===== src/rtl/led_seq_ctrl.sv =====
// led_seq_ctrl: register-mapped LED sequencer (off / static / blink / rotate).
// The CPU programs CTRL, PATTERN and PERIOD. The block drives a registered LED word
// and a one-cycle write strobe into the LED driver register.
module led_seq_ctrl #(
   parameter int                    PRESCALE_W     = 24,
   parameter logic [PRESCALE_W-1:0] DEFAULT_PERIOD = 24'd2500000
) (
   input  logic        clk,
   input  logic        reset,
   input  logic [1:0]  Addr,
   input  logic [31:0] DataIn,
   input  logic        WE,
   output logic [31:0] DataOut,
   output logic [31:0] LedData,
   output logic        LedWE
);

   localparam logic [1:0] MODE_OFF    = 2'd0;
   localparam logic [1:0] MODE_STATIC = 2'd1;
   localparam logic [1:0] MODE_BLINK  = 2'd2;
   localparam logic [1:0] MODE_ROTATE = 2'd3;

   localparam logic [1:0] A_CTRL    = 2'd0;
   localparam logic [1:0] A_PATTERN = 2'd1;
   localparam logic [1:0] A_PERIOD  = 2'd2;
   localparam logic [1:0] A_CUR     = 2'd3;

   localparam logic [PRESCALE_W-1:0] CNT_ONE = {{(PRESCALE_W-1){1'b0}}, 1'b1};

   logic [1:0]            mode_q, mode_d;
   logic                  dir_q, dir_d;
   logic [31:0]           pattern_q, pattern_d;
   logic [PRESCALE_W-1:0] period_q, period_d;
   logic [PRESCALE_W-1:0] cnt_q, cnt_d;
   logic                  phase_q, phase_d;
   logic [31:0]           led_q, led_d;
   logic                  led_we_q, led_we_d;

   logic tick;
   logic wr_cfg;

   assign tick   = (cnt_q == period_q);
   // Address 3 is the read-only LED mirror: a write there neither restarts nor strobes.
   assign wr_cfg = WE && (Addr != A_CUR);

   // Next-state: register writes, prescaler, and LED update events.
   always_comb begin
      mode_d    = mode_q;
      dir_d     = dir_q;
      pattern_d = pattern_q;
      period_d  = period_q;
      phase_d   = phase_q;
      led_d     = led_q;
      led_we_d  = 1'b0;
      cnt_d     = tick ? '0 : cnt_q + CNT_ONE;

      if (WE) begin
         case (Addr)
            A_CTRL: begin
               mode_d = DataIn[1:0];
               dir_d  = DataIn[2];
            end
            A_PATTERN: pattern_d = DataIn;
            A_PERIOD:  period_d  = DataIn[PRESCALE_W-1:0];
            default: ;
         endcase
      end

      if (wr_cfg) begin
         // A config write restarts the step timer; any coincident tick is dropped.
         cnt_d   = '0;
         phase_d = 1'b1;
         if (Addr != A_PERIOD) begin
            // Entry value is taken from the freshly written register contents.
            led_d    = (mode_d == MODE_OFF) ? 32'd0 : pattern_d;
            led_we_d = 1'b1;
         end
      end else if (tick) begin
         case (mode_q)
            MODE_BLINK: begin
               phase_d  = ~phase_q;
               led_d    = phase_d ? pattern_q : 32'd0;
               led_we_d = 1'b1;
            end
            MODE_ROTATE: begin
               led_d    = dir_q ? {led_q[0], led_q[31:1]} : {led_q[30:0], led_q[31]};
               led_we_d = 1'b1;
            end
            default: ;  // OFF and STATIC ignore ticks
         endcase
      end
   end

   // State registers with synchronous reset; reset beats any event in its cycle.
   always_ff @(posedge clk) begin
      if (reset) begin
         mode_q    <= MODE_OFF;
         dir_q     <= 1'b0;
         pattern_q <= '0;
         period_q  <= DEFAULT_PERIOD;
         cnt_q     <= '0;
         phase_q   <= 1'b0;
         led_q     <= '0;
         led_we_q  <= 1'b0;
      end else begin
         mode_q    <= mode_d;
         dir_q     <= dir_d;
         pattern_q <= pattern_d;
         period_q  <= period_d;
         cnt_q     <= cnt_d;
         phase_q   <= phase_d;
         led_q     <= led_d;
         led_we_q  <= led_we_d;
      end
   end

   // Combinational register readback.
   always_comb begin
      DataOut = 32'd0;
      case (Addr)
         A_CTRL:    DataOut = {29'd0, dir_q, mode_q};
         A_PATTERN: DataOut = pattern_q;
         A_PERIOD:  DataOut = {{(32-PRESCALE_W){1'b0}}, period_q};
         default:   DataOut = led_q;
      endcase
   end

   assign LedData = led_q;
   assign LedWE   = led_we_q;

   // MODE_STATIC is only referenced implicitly through the default branch above.
   logic unused_static;
   assign unused_static = (mode_q == MODE_STATIC);

endmodule


===== config.mk =====
export PLATFORM = sky130hd
export DESIGN_NAME = led_seq_ctrl
export DESIGN_NICKNAME = d
export VERILOG_FILES = /design/src/rtl/led_seq_ctrl.sv
export SDC_FILE = /design/constraint.sdc
export NUM_CORES = 1
export LEC_CHECK = 0
export CAP_MARGIN = 20
export CORE_MARGIN = 2
export CORE_UTILIZATION = 40
export DETAILED_ROUTE_END_ITERATION = 10
export GPL_TIMING_DRIVEN = 0
export SLEW_MARGIN = 20
export SYNTH_ARGS = -nofsm -noshare
export SYNTH_HDL_FRONTEND = slang
export SYNTH_SLANG_ARGS = --single-unit

===== constraint.sdc =====
create_clock -name clk -period 1.74 [get_ports clk]
set_input_delay 0.348 -clock clk [delete_from_list [all_inputs] [get_ports clk]]
set_output_delay 0.348 -clock clk [all_outputs]
set_load 0.05 [all_outputs]

# Word level (Yosys, flattened, before mapping)
# Index checks and enable logic that the tools add are counted.
dict set report totals {
  regBits 117
  in_bits 37
  elab_cells 49
}
dict set report classes {
  addsub 1
  n_eq_ne 8
  n_mux 19
  n_bitwise 1
  reduce_logical 12
}
# op n
set ops {}
lappend ops {{2-to-1 mux 32 bit} 8}
lappend ops {{one-hot mux 32 bit (3 select lines)} 1}
lappend ops {{one-hot mux 32 bit (2 select lines)} 1}
lappend ops {{adder 24 x 1 -> 24 bit, second input constant} 1}
lappend ops {{== test 24 bit} 1}
lappend ops {{2-to-1 mux 1 bit} 7}
lappend ops {{== test 2 bit, second input constant} 3}
lappend ops {{AND reduction 2 bit} 3}
lappend ops {{zero test 2 bit} 2}
lappend ops {{2-to-1 mux 2 bit} 2}
lappend ops {{inequality test 2 bit, second input constant} 2}
lappend ops {{nonzero test 2 bit} 2}
lappend ops {{AND reduction 3 bit} 1}
lappend ops {{nonzero test 3 bit} 1}
lappend ops {{OR reduction 3 bit} 1}
lappend ops {{== test 2 x 1 -> 1 bit, second input constant} 1}
lappend ops {{inequality test 2 x 1 -> 1 bit, second input constant} 1}
lappend ops {{OR reduction 2 bit} 1}
lappend ops {{logical AND 1 bit} 1}
lappend ops {{NOT 1 bit} 1}

# Depth between registers and ports, before layout
dict set report logic_depth {
  ltp_word 7
  depth_mapped 7
  depth_no_buf 6
}

# Worst setup path after synthesis
# OpenSTA, ideal clock, no wires.
dict set report synth_path {
  path_kind {input to output}
  startpoint {in Addr[1]}
  endpoint {out DataOut[24]}
  t_arrival_ps 1776
  t_required_ps 1392
  slack_ps -384
  path_stages 4
  path_buffers 2
  cell_sequence {buf_2 buf_1 mux2i_1 nor2b_1}
}
dict set report synth_via {
  elab_chain_cells 2
  elab_cells_between_ends 4
  cone_classes {2 x eq/ne; 1 x mux; 1 x reduce/logical}
}
# element line
set synth_rtl {}
lappend synth_rtl {{start: declaration} 10} ;# input logic [1:0] Addr,
lappend synth_rtl {{== test 2 bit, or another cell as far along} 120} ;# case (Addr)
lappend synth_rtl {{one-hot mux 32 bit (3 select lines) *} 120}
lappend synth_rtl {{end: declaration} 13} ;# output logic [31:0] DataOut,
# Mark *: on every way between the ends. The rest lies on a longest branch, timed or not.

# Worst setup path after layout
dict set report layout_path {
  startpoint {reg dir_q}
  endpoint {out DataOut[2]}
}
dict set report layout_via {
  elab_chain_cells 1
}
# element line
set layout_rtl {}
lappend layout_rtl {{start: declaration} 31} ;# logic dir_q, dir_d;
lappend layout_rtl {{start signal: assignment} 107} ;# dir_q <= dir_d;
lappend layout_rtl {{one-hot mux 32 bit (3 select lines)} 120}
# Every way passes these cells.

==> summary.md <==
| Metric | Value |
|---|---|
| WL/cell | roughly 22 um |
| Later-pin clock latency in the skew report | roughly 420 ps |
| Yosys warning count | 0 |
| Crit path capture type | output port |
| GR Util All Layers | 0.275 |
| Placed inst area | 0.00805 sq mm |
| Fmax | 530 MHz |
| HP Class | reg2reg |
| Final Power | 8.12 mW |
| Seq/Total Area, Yosys | 0.350 |
| Die Span Y | 133 um |
| Area of the multi-input gates | 0.00446 sq mm |
| DR vias/cell | 5.86 |
| ANT nets after route | 0 |
| WS Path Type | reg2out |
| GP Congestion | 0.842 |
| Minimum clock period | 1890 ps |
| Crit path buf inv count | 2 |
| Number of nets in the layout | ~910 |
| Final Instance Area | between 0.009 and 0.01 sq mm |
| Final setup violating endpoints | 81 |
| Crit share post-route | 1.08 |
| Vias in the first global route | 6376 |
| Cell mode on critical path | buf_8 |
| Crit-path leading delay family | multiplexers |
| Flops & latches, synth | 117 |
| Port buffer count | 100 |
| Hold-fix buffers at CTS | 0 |
| Worst clock skew | 10.5 ps |
| PwrDens | slightly above 800 mW/mm^2 |
| Routed wire length | 24600 um |
| TritonCTS Sinks | 117 |
| Clock-pin transition on the worst setup and hold timing paths | around 50 ps |
| DRC Markers | 0 |
| Largest net degree at the start of global routing | 17 |
| Cts bufs inserted | 17 |
| I/O pin total | 102 |
| CTS tree | yes |
| Avg Cell Area, Syn | 9.28 sq um |
| Initial Utilization | 0.406 |
| Status | finished with violations |
| Net count after synthesis | roughly 760 |
| Worst path max stage delay | 490 ps |
| # fillers | 1408 |
| Dpl hpwl | 16400 um |
| Nature of the critical path startpoint | flip-flop |
| RSZ-0062 raised after global routing | true |
| Worst Path Arrival | 1540 ps |
| Setup slack after layout | -145 ps |
| Crit Path Max Fanout | 2 |
| Top FF cell, synth | dfxtp_1 |
| Normalized max-slew margin | 0.451 |
| Initial antenna violation count | 0 |
| DR pass1 iterations | 5 |
| Post-synth EDFFs | 0 |
| Final Hold Fails | 0 |
| # diodes | 0 |
| Final Slew Violations | 0 |
| Worst VDD drop | 0.691 mV |
| Area grow syn2layout | 47.7% |
| Via count | about 6500 |
| Die footprint | between 0.015 and 0.02 sq mm |
| Critical-path cell list | buf_8 -> mux4_2 -> buf_8 |
| Core area | 0.0165 sq mm |
| Worst-case clock buffer depth | 2 |
| Failing checks | setup timing |
| Die Span X | 133 um |
| H-tree depth | 4 |
| Syn Inst Count | 721 |
| DR iter-0 viols | 497 |
| Leakage | 3.88 nW |
| Slew @ Worst Pin | 824 ps |
| Sequential Area | 0.00243 sq mm |
| Root buf cell | clkbuf_16 |
| Post-Syn Area | 0.00669 sq mm |
| Global-route wire length before repair | between 30000 and 40000 um |
| CP required | roughly 1400 ps |
| Max-cap violations | 0 |
| Critical-path top delay cell | mux4_2 |
| Overflow after GRT | 0 |
| Async set-reset flop share out of synthesis | 0 |
| Share of layout cells above drive strength 1 | 0.376 |
| Row count | 47 |
| Netlist cell types | roughly 40 |
-- metal layers --
metal	wire length [um]	GRT usage	vias up	part of all wire
met5	0	0	-	0
met4	653	0.109	0	0.027
met3	1680	0.0518	52	0.068
met2	11500	0.429	284	0.47
met1	10800	0.377	3215	0.44
li1	-	-	2946	-
-- through the flow --
step | utilization | cells | hold WS, ps | worst slack [ps] | TNS [ps]
floorplan | - | 721 | 437 | -6.66 | -179
detailed placement | 0.489 | 1041 | 467 | -1670 | -114330
CTS | 0.579 | 1100 | 444 | -153 | -4390
finish | 0.600 | 1109 | 441 | -145 | -7190
global route | 0.600 | 1109 | 454 | -204 | -12000
global placement | 0.489 | 1041 | 459 | -1690 | -113330
-- synthesized netlist by cell type, types with 30 or more instances --
| cell | instances | area (sq um) |
|---|---|---|
| dfxtp_1 | 117 | 2340 |
| mux2i_1 | 75 | 751 |
| nor2_1 | 65 | 244 |
| nand2_1 | 58 | 218 |
| nand3b_1 | 41 | 308 |
| clkbuf_1 | 40 | 150 |
| xnor2_1 | 39 | 342 |
| a211oi_1 | 34 | 255 |
| a2bb2oi_1 | 32 | 280 |
| o21ai_0 | 32 | 160 |
| a211oi_2 | 30 | 375 |
-- area by class of cell --
type / instances / area share
Buffer: 61 / 0.0591
Clock buffer: 30 / 0.0551
Clock inverter: 2 / 0.00355
Inverter: 4 / 0.00152
Multi-Input combinational cell: 536 / 0.452
Sequential cell: 117 / 0.246
Tap cell: 220 / 0.0279
Timing Repair Buffer: 139 / 0.155
-- sequential cells by signal, summed over array words and instances, names as in the netlist --
name	flops
mode_q	2
dir_q	1
phase_q	1
cnt_q	24
LedData	32
LedWE	1
period_q	24
pattern_q	32
-- cells by family after synthesis --
| group | Yosys count | synth area share |
|---|---|---|
| and+or+nand+nor | 218 | 0.168 |
| muxes | 99 | 0.158 |
| DFF | 117 | 0.350 |
| buffers and inverters | 68 | 0.0518 |
| AOI/OAI and AO/OA | 172 | 0.210 |
| xor gates and xnor gates | 46 | 0.0602 |
| adders and majority gates | 1 | 0.00187 |
-- worst reg2reg max path: stages (launching register included) --
cell and delay (ps):
dfxtp_4 360, xnor2_4 200, nand4_1 170, nor4_4 310
buf_6 180, buf_6 140, a211o_4 220, buf_8 170
nor2_4 40
-- where the power goes --
part	internal, mW	switching [mW]	leakage [nW]
sequential	2.79	0.160	0.978
combinational	0.773	0.949	2.62
clock	2.23	1.21	0.285
-- placed cells by master (no fill, tap or decap), types with 24 or more instances in the layout --
| master | instances |
|---|---|
| nand2_1 | 57 |
| buf_4 | 24 |
| clkbuf_16 | 28 |
| xnor2_1 | 31 |
| a211oi_1 | 28 |
| dfxtp_1 | 61 |
| a2bb2oi_1 | 32 |
| dfxtp_2 | 47 |
| a211oi_2 | 35 |
| nand3b_1 | 41 |
| buf_8 | 27 |
| nor2_1 | 55 |
| o21ai_0 | 32 |
| mux2i_1 | 73 |
| clkdlybuf4s50_1 | 33 |
-- worst paths after layout --
kind         startpoint         end  slack (ps)  depth (start not counted)
max               dir_q  DataOut[2]        -150                          3
min            cnt_q[0]    cnt_q[0]         440                          1
min reg2reg    cnt_q[0]    cnt_q[0]         440                          1
max reg2reg    cnt_q[6]    cnt_q[9]        -140                          8
-- timing repair --
action / in CTS / in global routing
gates cloned: 9 / 2
resized for setup: 449 / 87
pin swaps: 34 / 18
buffers inserted: 20 / 11
setup endpoints to repair: 153 / 122
No activity file was read; power rests on OpenSTA's default activity.
